### src/rtl/riscv_pkg.sv
// Shared RISC-V opcode constants and the fetch-unit state type.
package riscv_pkg;

  localparam logic [6:0] OP_BRANCH = 7'b1100011;
  localparam logic [6:0] OP_JAL    = 7'b1101111;
  localparam logic [6:0] OP_JALR   = 7'b1100111;
  localparam logic [6:0] OP_NOP    = 7'b0010011;

  typedef enum logic [1:0] {
    StFetch,
    StWait,
    StDrain,
    StHold
  } fetch_state_e;

  function automatic logic is_ctrl_op(input logic [31:0] instr);
    return (instr[6:0] == OP_BRANCH) || (instr[6:0] == OP_JAL) || (instr[6:0] == OP_JALR);
  endfunction

endpackage

### src/rtl/fetch_fifo.sv
// Synchronous FIFO with single-cycle flush, occupancy count and full/empty flags.
module fetch_fifo #(
  parameter int unsigned WIDTH = 64,
  parameter int unsigned DEPTH = 4
) (
  input  logic                     clk,
  input  logic                     rst_n,
  input  logic                     flush,
  input  logic                     push,
  input  logic [WIDTH-1:0]         wdata,
  input  logic                     pop,
  output logic [WIDTH-1:0]         rdata,
  output logic                     full,
  output logic                     empty,
  output logic [$clog2(DEPTH):0]   count
);

  localparam int unsigned PtrW = $clog2(DEPTH);
  localparam logic [PtrW:0] FullCount = (PtrW + 1)'(DEPTH);

  logic [WIDTH-1:0] mem_q [DEPTH];
  logic [PtrW-1:0]  wr_ptr_q, wr_ptr_d;
  logic [PtrW-1:0]  rd_ptr_q, rd_ptr_d;
  logic [PtrW:0]    count_q, count_d;
  logic             push_en, pop_en;

  assign full    = (count_q == FullCount);
  assign empty   = (count_q == '0);
  assign count   = count_q;
  assign rdata   = mem_q[rd_ptr_q];
  assign push_en = push && !full;
  assign pop_en  = pop && !empty;

  always_comb begin
    wr_ptr_d = wr_ptr_q;
    rd_ptr_d = rd_ptr_q;
    count_d  = count_q;
    if (flush) begin
      wr_ptr_d = '0;
      rd_ptr_d = '0;
      count_d  = '0;
    end else begin
      if (push_en) wr_ptr_d = wr_ptr_q + PtrW'(1);
      if (pop_en)  rd_ptr_d = rd_ptr_q + PtrW'(1);
      if (push_en && !pop_en) begin
        count_d = count_q + (PtrW + 1)'(1);
      end else if (pop_en && !push_en) begin
        count_d = count_q - (PtrW + 1)'(1);
      end
    end
  end

  always_ff @(posedge clk or negedge rst_n) begin
    if (!rst_n) begin
      wr_ptr_q <= '0;
      rd_ptr_q <= '0;
      count_q  <= '0;
    end else begin
      wr_ptr_q <= wr_ptr_d;
      rd_ptr_q <= rd_ptr_d;
      count_q  <= count_d;
    end
  end

  // Storage needs no reset; empty gates everything read out of it.
  always_ff @(posedge clk) begin
    if (push_en && !flush) mem_q[wr_ptr_q] <= wdata;
  end

endmodule

### src/rtl/instr_fetch_queue.sv
// Instruction-fetch front end: sequential word fetch, prefetch queue, control-flow stall
// and redirect flush.
module instr_fetch_queue
  import riscv_pkg::*;
#(
  parameter int unsigned DEPTH         = 4,
  parameter logic [31:0] RESET_PC      = 32'h0000_0000,
  parameter bit          STALL_ON_CTRL = 1'b1
) (
  input  logic                   clk,
  input  logic                   rst_n,
  output logic                   mem_req_valid,
  output logic [31:0]            mem_req_addr,
  input  logic                   mem_req_ready,
  input  logic                   mem_resp_valid,
  input  logic [31:0]            mem_resp_data,
  input  logic                   redirect_valid,
  input  logic [31:0]            redirect_pc,
  input  logic                   ctrl_resolved,
  output logic                   out_valid,
  output logic [31:0]            out_instr,
  output logic [31:0]            out_pc,
  input  logic                   out_ready,
  output logic [$clog2(DEPTH):0] fill_count
);

  fetch_state_e state_q, state_d;
  logic [31:0]  pc_q, pc_d;
  logic [31:0]  req_pc_q, req_pc_d;
  logic         run_q;
  logic         accept, outstanding, push, pop;
  logic         fifo_full, fifo_empty;
  logic [63:0]  fifo_rdata;
  logic         unused_redirect_lsb;

  assign unused_redirect_lsb = ^redirect_pc[1:0];

  // run_q keeps the request line low while reset is held; everything here is registered.
  assign mem_req_valid = run_q && (state_q == StFetch) && !fifo_full;
  assign mem_req_addr  = pc_q;
  assign accept        = mem_req_valid && mem_req_ready;
  assign outstanding   = (state_q == StWait) || (state_q == StDrain);
  assign push          = (state_q == StWait) && mem_resp_valid && !redirect_valid;
  assign pop           = out_valid && out_ready;
  assign out_valid     = !fifo_empty;
  assign out_pc        = fifo_rdata[63:32];
  assign out_instr     = fifo_rdata[31:0];

  always_comb begin
    state_d  = state_q;
    pc_d     = pc_q;
    req_pc_d = req_pc_q;
    if (redirect_valid) begin
      pc_d = {redirect_pc[31:2], 2'b00};
      // A request still in flight must have its response swallowed before fetch restarts.
      if ((outstanding && !mem_resp_valid) || accept) begin
        state_d = StDrain;
      end else begin
        state_d = StFetch;
      end
    end else begin
      unique case (state_q)
        StFetch: begin
          if (accept) begin
            req_pc_d = pc_q;
            pc_d     = pc_q + 32'd4;
            state_d  = StWait;
          end
        end
        StWait: begin
          if (mem_resp_valid) begin
            if (STALL_ON_CTRL && is_ctrl_op(mem_resp_data)) begin
              state_d = StHold;
            end else begin
              state_d = StFetch;
            end
          end
        end
        StHold: begin
          if (ctrl_resolved) state_d = StFetch;
        end
        StDrain: begin
          if (mem_resp_valid) state_d = StFetch;
        end
        default: state_d = StFetch;
      endcase
    end
  end

  always_ff @(posedge clk or negedge rst_n) begin
    if (!rst_n) begin
      state_q  <= StFetch;
      pc_q     <= RESET_PC;
      req_pc_q <= '0;
      run_q    <= 1'b0;
    end else begin
      state_q  <= state_d;
      pc_q     <= pc_d;
      req_pc_q <= req_pc_d;
      run_q    <= 1'b1;
    end
  end

  fetch_fifo #(
    .WIDTH (64),
    .DEPTH (DEPTH)
  ) u_fifo (
    .clk   (clk),
    .rst_n (rst_n),
    .flush (redirect_valid),
    .push  (push),
    .wdata ({req_pc_q, mem_resp_data}),
    .pop   (pop),
    .rdata (fifo_rdata),
    .full  (fifo_full),
    .empty (fifo_empty),
    .count (fill_count)
  );

endmodule
### config.mk
export PLATFORM = sky130hd
export DESIGN_NAME = instr_fetch_queue
export DESIGN_NICKNAME = d
export VERILOG_FILES = /design/src/rtl/riscv_pkg.sv /design/src/rtl/fetch_fifo.sv /design/src/rtl/instr_fetch_queue.sv
export SDC_FILE = /design/constraint.sdc
export NUM_CORES = 1
export LEC_CHECK = 0
export ABC_AREA = 0
export CAP_MARGIN = 10
export CORE_MARGIN = 10
export CORE_UTILIZATION = 40
export DETAILED_ROUTE_END_ITERATION = 7
export MAX_ROUTING_LAYER = met4
export PLACE_DENSITY = 0.57
export REMOVE_ABC_BUFFERS = 1
export SYNTH_ARGS = -nofsm -noshare
export SYNTH_HDL_FRONTEND = slang
export SYNTH_SLANG_ARGS = --single-unit
### constraint.sdc
create_clock -name clk -period 4.05 [get_ports clk]
set_input_delay 0.6075 -clock clk [delete_from_list [all_inputs] [get_ports clk]]
set_output_delay 0.6075 -clock clk [all_outputs]
set_load 0.01 [all_outputs]
==> results.sh, run 1 <==
export IMPL_worstSetupPathType="register to primary output"
export IMPL_reg2reg_from="u_fifo.count[0]"
export IMPL_drive_gt1_frac=0.184
export IMPL_area_growth_pct=25.7
export IMPL_fin_crit_sh=0.847
export IMPL_post_cts_resized=0
export IMPL_io_pins=172
export IMPL_pwr_share_comb=0.176
export IMPL_ff2ff_setup_slack_ps=1330
export IMPL_grt_pass1_vias=7539
export IMPL_hold_slack_ps=266
export IMPL_synth_edf_count=248
export IMPL_end_kind="primary output"
export IMPL_htree_num_levels=2
export IMPL_portBuffers=165
export IMPL_reg2reg_to="u_fifo.mem_q[2][45]"
export IMPL_vias_per_cell=5.44
export IMPL_die_h_um=198
export IMPL_crit_arrival_ps=2820
export IMPL_required_ps=3440
export IMPL_fin_nets=955
export IMPL_critPathMaxFanout=28
export IMPL_cts_tree="done"
export IMPL_yosysWarnings=0
export IMPL_p_clk_frac=0.338
export IMPL_avgSynthCellArea_sq_um=18.2
export IMPL_ys_ff_latch=318
export IMPL_synth_async_reset_ratio=0.220
export IMPL_vdd_ir_drop_max_uv=257
export IMPL_start_kind="register"
export IMPL_maxCapViolCount=0
export IMPL_hold_path_class="primary input to async pin"
export IMPL_antenna_cells=0
export IMPL_ctsHoldBuffers=0
export IMPL_synthesis_area_sq_um=12700
export IMPL_die_area_sq_um=39300
export IMPL_seq_power_share=0.485
export IMPL_post_cts_buffers=0
export IMPL_ys_seq_area_frac=0.724
export IMPL_drtIter0Drc=467
export IMPL_wl_um=29700
export IMPL_p_sw_uw=2230
export IMPL_globalRouteTotalUtil=0.157
export IMPL_finalCriticalPeriod_ps=3430
export IMPL_cts_sinks=318
export IMPL_p_leak_uw=0.00529
export IMPL_drc=0
export IMPL_vias=7088
export IMPL_hpwl_um=19000
export IMPL_gp_congestion=0.799
export IMPL_root_buffer="clkbuf_16"
export IMPL_path_clk_slew_ps=60
export IMPL_clockBufferDepth=3
export IMPL_slew_violations=0
export IMPL_cts_buffers=35
export IMPL_antenna_found_initial=0
export IMPL_dr_pass1_iters=5
export IMPL_clkLatencyLatePin_ps=510
export IMPL_max_slew_margin=0.357
export IMPL_setup_tns_ps=0
export IMPL_synth_cell_types=58
export IMPL_p_sw_frac=0.250
export IMPL_ff2ff_path_depth=5
export IMPL_ys_flop_type="edfxtp_1"
export IMPL_fin_util=0.507
export IMPL_grt_pass1_wl_um=45600
export IMPL_die_w_um=198
export IMPL_core_area_sq_um=31500
export IMPL_rows=65
export IMPL_synth_cells=698
export IMPL_max_freq_ghz=0.292
export IMPL_antenna_left=0
export IMPL_intPower_uw=6690
export IMPL_power_density_nw_per_um2=559
export IMPL_hold_viol=0
export IMPL_start_util=0.404
export IMPL_gr_total_overflow=0
export IMPL_clock_skew_ps=22.6
export IMPL_rsz0062_at_grt="false"
export IMPL_run_status="finished clean"
export IMPL_setup_viol=0
export IMPL_grt_max_degree=71
export IMPL_worst_slew_pin_slew_ps=965
export IMPL_wl_per_cell_um=22.8
## layout make-up
class	instances	area, sq um
Inverter	13	48.8
Sequential cell	318	9210
Tap cell	402	503
Clock buffer	54	1030
Clock inverter	9	82.6
Fill cell	2579	15500
Multi-Input combinational cell	331	3290
Timing Repair Buffer	175	1810
## cell usage in the layout (no fill, tap or decap), types with 3 or more instances in the layout
cell,synthesis,layout
o41ai_1,3,3
nor4_1,7,7
nor2_1,27,26
clkinv_1,1,3
nand4_1,14,14
buf_12,0,7
and3_1,3,3
xnor2_1,4,4
and4_1,3,3
nand3_1,21,21
o21ai_0,14,14
clkbuf_1,17,12
xor2_1,5,5
a31oi_1,15,15
dfrtp_1,70,68
o31a_1,3,3
mux4_2,62,62
and2_4,0,4
ha_1,9,9
clkbuf_16,0,36
nor2b_1,3,3
nor3_1,6,6
or4_1,17,17
clkbuf_8,0,6
conb_1,2,5
o311a_1,3,3
buf_4,4,4
mux2_2,30,30
o31ai_1,12,12
mux2i_1,3,3
or3_1,3,3
nand2b_1,3,3
edfxtp_1,248,248
clkinv_2,0,4
nand2_1,24,24
inv_1,12,12
clkdlybuf4s50_1,0,164
## worst max-delay path by stage
stage	slack, ps	to	cells after the start	from
2_1_floorplan	230	out_instr[0]	1	u_fifo.rd_ptr_q[0]
3_3_place_gp	1080	out_instr[8]	3	u_fifo.rd_ptr_q[0]
3_5_place_dp	1060	out_instr[8]	3	u_fifo.rd_ptr_q[0]
4_1_cts	500	out_instr[8]	3	u_fifo.rd_ptr_q[0]
5_1_grt	410	out_instr[8]	3	u_fifo.rd_ptr_q[0]
6_report	620	out_instr[8]	3	u_fifo.rd_ptr_q[0]
## power groups by stage
stage | Combinational, uW | Sequential [uW] | Clock [uW]
4_1_cts | 1610 | 4340 | 3100
2_1_floorplan | 820 | 4330 | 0
5_1_grt | 1700 | 4400 | 3250
6_report | 1570 | 4330 | 3020
3_3_place_gp | 1570 | 4370 | 0
3_5_place_dp | 1600 | 4410 | 0
## per-stage QoR
step	setup slack (ps)	instance area, sq um	power [uW]	instances
global placement	1080	14900	5940	1239
detailed placement	1060	14900	6010	1239
CTS	497	16000	9050	1302
floorplan	229	12500	5150	662
finish	620	16000	8920	1302
global route	410	16000	9350	1302
## synthesized netlist by cell type (all sizes together), types with 2 or more instances
cell type | instances | share of area
and3 | 4 | 0.0021
and2 | 5 | 0.0025
mux2 | 30 | 0.027
o31ai | 12 | 0.0071
or3b | 2 | 0.0014
edfxtp | 248 | 0.59
nor4 | 7 | 0.0034
nor2b | 3 | 0.0015
clkbuf | 17 | 0.0050
or3 | 3 | 0.0015
nor3 | 6 | 0.0024
conb | 2 | 0.00059
a221o | 2 | 0.0016
o211ai | 2 | 0.0012
nand4 | 14 | 0.0069
xor2 | 5 | 0.0034
a221oi | 2 | 0.0014
xnor2 | 4 | 0.0028
o311a | 3 | 0.0024
nor2 | 27 | 0.0080
o21ai | 14 | 0.0055
nand3 | 22 | 0.0096
or4 | 18 | 0.011
o41ai | 3 | 0.0021
and4 | 3 | 0.0021
a21boi | 2 | 0.0012
or2 | 3 | 0.0015
o31a | 3 | 0.0021
nand2b | 3 | 0.0015
dfrtp | 70 | 0.14
mux2i | 3 | 0.0024
mux4 | 62 | 0.11
ha | 9 | 0.0089
a31oi | 15 | 0.0074
nand2 | 24 | 0.0071
inv | 12 | 0.0035
buf | 22 | 0.010
## cell families after synthesis
logic type	count (synthesis)	synth area share
flops	318	0.724
compound gates	64	0.0354
other cells	2	0.000591
simple gates	148	0.0654
buf+inv	52	0.0193
xor+xnor	9	0.00620
mux	95	0.139
fa+ha+maj	10	0.0104
## worst max-delay path: stages (launching register included)
cell             delay (ps)
dfrtp_4                 840
buf_4                   380
mux4_2                  560
clkdlybuf4s50_1         510
## layer usage
layer / part of all wire / GRT usage / wire, um
met5: 0 / - / 0
met4: 0.015 / 0.0384 / 459
met3: 0.060 / 0.0326 / 1780
met2: 0.47 / 0.237 / 13800
met1: 0.46 / 0.213 / 13600
## state kept, by name, indices dropped and copies added (netlist names)
name	flops
u_fifo.mem_q	248
mem_req_addr	30
req_pc_q	30
u_fifo.count	3
state_q	2
u_fifo.rd_ptr_q	2
u_fifo.wr_ptr_q	2
run_q	1
Power figures use the tool's default switching activity.
==> inputs of run 2 (changes only) <==
PLACE_DENSITY = 0.6   (was 0.57)
clock period = 3.1 ns   (was 4.05 ns; I/O delays follow)
==> run 2 against run 1 <==
Utilization up 0.89 points. Critical path type unchanged. Non-clock buffer count up 27. Worst hold slack worse by 240 ps. Largest cell class unchanged.
==> results.sh, run 2 (synthesized netlist as in run 1, its figures left out) <==
export IMPL_worstSetupPathType="register to primary output"
export IMPL_setup_viol=0
export IMPL_drive_gt1_frac=0.211
export IMPL_gr_total_overflow=0
export IMPL_clockBufferDepth=3
export IMPL_clkLatencyLatePin_ps=500
export IMPL_cts_tree="done"
export IMPL_vias_per_cell=5.34
export IMPL_fin_total_pwr_uw=11800
export IMPL_wl_per_cell_um=22.6
export IMPL_core_area_sq_um=31500
export IMPL_rsz0062_at_grt="false"
export IMPL_max_slew_margin=0.476
export IMPL_fillCellCount=2575
export IMPL_top_register="u_fifo.mem_q"
export IMPL_root_buffer="clkbuf_16"
export IMPL_hold_path_class="primary input to async pin"
export IMPL_cts_buffers=35
export IMPL_die_w_um=198
export IMPL_required_ps=2630
export IMPL_slew_violations=0
export IMPL_ctsHoldBuffers=0
export IMPL_antenna_found_initial=1
export IMPL_crit_arrival_ps=2460
export IMPL_max_freq_ghz=0.342
export IMPL_fin_nets=982
export IMPL_p_leak_uw=0.00546
export IMPL_vdd_ir_drop_max_uv=341
export IMPL_final_cell_mix="edfxtp_1 (248), clkdlybuf4s50_1 (164), dfrtp_1 (68)"
export IMPL_regArea_sq_um=9210
export IMPL_hpwl_um=19900
export IMPL_die_area_sq_um=39300
export IMPL_largest_reg_flops=248
export IMPL_drc=0
export IMPL_mostFrequentLayoutCell="edfxtp_1"
export IMPL_io_pins=172
export IMPL_grt_pass1_wl_um=45600
export IMPL_grt_max_degree=56
export IMPL_clock_skew_ps=13.2
export IMPL_maxCapViolCount=0
export IMPL_start_kind="register"
export IMPL_cts_sinks=318
export IMPL_gp_congestion=0.776
export IMPL_multi_input_area_sq_um=3290
export IMPL_critPathMaxFanout=13
export IMPL_fin_crit_sh=0.945
export IMPL_area_growth_pct=27.9
export IMPL_hold_viol=0
export IMPL_htree_num_levels=2
export IMPL_start_util=0.404
export IMPL_power_density_nw_per_um2=728
export IMPL_worst_slew_pin_slew_ps=786
export IMPL_antenna_left=0
export IMPL_portBuffers=165
export IMPL_grt_pass1_vias=7342
export IMPL_drtIter0Drc=373
export IMPL_run_status="finished clean"
export IMPL_globalRouteTotalUtil=0.157
export IMPL_rows=65
export IMPL_end_kind="primary output"
export IMPL_finalCriticalPeriod_ps=2930
export IMPL_path_clk_slew_ps=60
export IMPL_vias=7098
export IMPL_die_h_um=198
export IMPL_dr_pass1_iters=4
export IMPL_wl_um=30000
export IMPL_hold_slack_ps=23.3
[run 2: cell count changes in the layout (fill, tap and decap cells not counted), moves of 2 or more]
| cell | previous run | this run |
|---|---|---|
| buf_12 | 7 | 13 |
| buf_4 | 4 | 25 |
| bufinv_16 | 1 | 3 |
| clkbuf_1 | 12 | 9 |
| clkbuf_8 | 6 | 0 |
| clkinv_2 | 4 | 11 |
[run 2: cell type report]
type,instances,area share
clock buffer,46,0.0590
multi-input combinational,331,0.203
inverter,13,0.00300
timing repair buffer,202,0.129
tap,402,0.0309
sequential,318,0.566
antenna,1,0.000154
clock inverter,16,0.00939
[run 2: per-stage QoR]
| step | instance area, sq um | instances | worst slack [ps] | utilization | setup TNS (ps) |
|---|---|---|---|---|---|
| 6_report | 16300 | 1329 | 172 | 0.516 | 0 |
| 5_1_grt | 16300 | 1329 | 79.8 | 0.516 | 0 |
| 4_1_cts | 16300 | 1328 | 114 | 0.516 | 0 |
| 3_5_place_dp | 15100 | 1265 | 474 | 0.480 | 0 |
| 3_3_place_gp | 15100 | 1265 | 483 | 0.480 | 0 |
| 2_1_floorplan | 12500 | 662 | -579 | - | -35990 |
[run 2: worst max-delay path: stages, from the launching register on]
cell and delay [ps]:
dfrtp_4 670, buf_4 250, mux4_2 510, clkdlybuf4s50_1 520
[run 2: worst paths after layout]
path | startpoint | to | slack [ps] | depth (start not counted)
worst max-delay path | u_fifo.rd_ptr_q[0] | out_pc[21] | 170 | 3
worst min-delay path | rst_n | req_pc_q[11] | 20 | 1
worst max register to register | state_q[0] | mem_req_addr[27] | 600 | 6
worst min register to register | req_pc_q[25] | u_fifo.mem_q[3][57] | 510 | 0
max in group asynchronous | rst_n | mem_req_addr[4] | 2390 | 2
min in group clk | req_pc_q[25] | u_fifo.mem_q[3][57] | 510 | 0
[run 2: metal layers]
layer  GRT usage  vias up  share of wire
li1            -     3231              -
met1       0.213     3616           0.45
met2       0.241      213           0.47
met3      0.0319       38          0.061
met4      0.0327        0          0.013
met5           -        -              0
[run 2: what timing repair did]
item                                    in CTS  in global routing
setup buffers                                1                  0
resized for setup                            0                  0
endpoints found under the setup margin      22                  0
hold endpoints to repair                     0                  0
[run 2: where the power goes]
| part | switching (uW) | internal (uW) |
|---|---|---|
| registers | 415 | 5180 |
| clock network | 1580 | 2430 |
| logic | 957 | 1270 |
==> inputs of run 3 (changes only) <==
RECOVER_POWER = 50   (was default)
==> run 3 against run 2 <==
The flow now finishes with violations (capacitance limit, slew limit). Clock power about the same. Worst hold slack improved by 290 ps. Global-route usage unchanged. Count of clock-buffer cells in the layout unchanged. Maximum frequency increased by 0.32%. Power decreased by 0.18%. Utilization about the same. Register-to-register slack got worse by 20 ps. Sequential power about the same. Combinational power about the same. First-iteration DRC count increased by 10%. Largest cell class unchanged.
==> results.sh, run 3 (synthesized netlist as in run 1, its figures left out) <==
export IMPL_run_status="finished, violations left"
export IMPL_violations="capacitance limit, slew limit"
export IMPL_core_area_sq_um=31500
export IMPL_max_slew_margin=-0.150
export IMPL_drtIter0Drc=411
export IMPL_ctsHoldBuffers=0
export IMPL_start_util=0.404
export IMPL_wl_um=30000
export IMPL_die_area_sq_um=39300
export IMPL_final_cell_mix="edfxtp_1 (248), clkdlybuf4s50_1 (107), dfrtp_1 (68)"
export IMPL_fin_crit_sh=0.942
export IMPL_place_inst=1265
export IMPL_gr_total_overflow=0
export IMPL_vias=7079
export IMPL_hold_slack_ps=311
export IMPL_fin_nets=982
export IMPL_multi_input_area_sq_um=3290
export IMPL_die_w_um=198
export IMPL_antenna_left=0
export IMPL_worst_slew_pin_slew_ps=1730
export IMPL_grt_pass1_vias=7342
export IMPL_globalRouteTotalUtil=0.157
export IMPL_io_pins=172
export IMPL_cts_buffers=35
export IMPL_clockBufferDepth=3
export IMPL_cts_tree="done"
export IMPL_hpwl_um=19900
export IMPL_mostFrequentLayoutCell="edfxtp_1"
export IMPL_wl_per_cell_um=22.6
export IMPL_grt_max_degree=56
export IMPL_post_cts_resized=0
export IMPL_grt_pass1_wl_um=45600
export IMPL_drt_met1_wl_um=13500
export IMPL_highest_layer="met4"
export IMPL_root_buffer="clkbuf_16"
export IMPL_power_density_nw_per_um2=727
export IMPL_post_cts_buffers=1
export IMPL_vdd_ir_drop_max_uv=342
export IMPL_hold_viol=0
export IMPL_portBuffers=165
export IMPL_critPathMaxFanout=13
export IMPL_gp_congestion=0.776
export IMPL_dr_wl_met3_um=1830
export IMPL_required_ps=2630
export IMPL_clock_skew_ps=13.5
export IMPL_start_kind="register"
export IMPL_dr_wl_met2_um=14200
export IMPL_drive_gt1_frac=0.207
export IMPL_setup_viol=0
export IMPL_max_freq_ghz=0.343
export IMPL_hold_path_class="primary input to async pin"
export IMPL_vias_per_cell=5.33
export IMPL_largest_reg_flops=248
export IMPL_finalCriticalPeriod_ps=2920
export IMPL_htree_num_levels=2
export IMPL_end_kind="primary output"
export IMPL_clkLatencyLatePin_ps=500
export IMPL_area_growth_pct=27.8
export IMPL_setup_tns_ps=0
export IMPL_dr_pass1_iters=4
export IMPL_p_leak_uw=0.00546
export IMPL_final_cells=1329
export IMPL_die_h_um=198
export IMPL_drc=0
export IMPL_maxCapViolCount=2
export IMPL_cts_sinks=318
export IMPL_antenna_found_initial=1
export IMPL_path_clk_slew_ps=60
export IMPL_top_register="u_fifo.mem_q"
export IMPL_crit_arrival_ps=2450
export IMPL_rows=65
export IMPL_rsz0062_at_grt="false"
export IMPL_worstSetupPathType="register to primary output"
export IMPL_fillCellCount=2580
export IMPL_slew_violations=92
export IMPL_regArea_sq_um=9210
-- run 3: changes by cell type in the layout (fill, tap and decap cells not counted), sizes merged --
| cell | previous run | this run |
|---|---|---|
| dlygate4sd3 | 0 | 57 |
| clkbuf | 46 | 50 |
| clkdlybuf4s50 | 164 | 107 |
| buf | 38 | 34 |
-- run 3: critical path, stage by stage (launching register included) --
cell and delay [ps]:
dfrtp_4 670, buf_4 240, mux4_2 510, clkdlybuf4s50_1 520
-- run 3: power breakdown --
part	switching (uW)	total (uW)	leakage (uW)	internal, uW
Sequential	413	5600	0.00307	5180
Clock	1590	4010	0.000555	2430
Combinational	957	2200	0.00184	1250
-- run 3: path summary, 6_finish.rpt --
check | startpoint | end | slack, ps | cells past startpoint
max | u_fifo.rd_ptr_q[0] | out_pc[21] | 180 | 3
min | rst_n | req_pc_q[11] | 310 | 1
max reg2reg | state_q[1] | mem_req_addr[27] | 580 | 6
min reg2reg | req_pc_q[25] | u_fifo.mem_q[2][57] | 510 | 0
max in group asynchronous | rst_n | req_pc_q[4] | 1550 | 2
min in group clk | req_pc_q[25] | u_fifo.mem_q[2][57] | 510 | 0
-- run 3: stage by stage --
step           power (uW)  setup slack, ps   util  area [sq um]
5_1_grt             12300             79.8  0.516         16200
2_1_floorplan        6730             -579      -         12500
3_3_place_gp         7880              483  0.480         15100
4_1_cts             12000              114  0.516         16300
6_report            11800              181  0.516         16200
3_5_place_dp         7930              474  0.480         15100
-- run 3: per-layer routing --
metal / track usage / vias to the layer above
li1: - / 3235
met1: 0.213 / 3604
met2: 0.241 / 202
met3: 0.0319 / 38
met4: 0.0327 / 0
met5: - / -
-- run 3: area by class of cell --
| type | count | share of cell area |
|---|---|---|
| multi-input combinational | 331 | 0.203 |
| antenna | 1 | 0.000154 |
| clock inverter | 16 | 0.00940 |
| clock buffer | 46 | 0.0591 |
| tap | 402 | 0.0310 |
| inverter | 13 | 0.00300 |
| sequential | 318 | 0.567 |
| timing repair buffer | 202 | 0.128 |
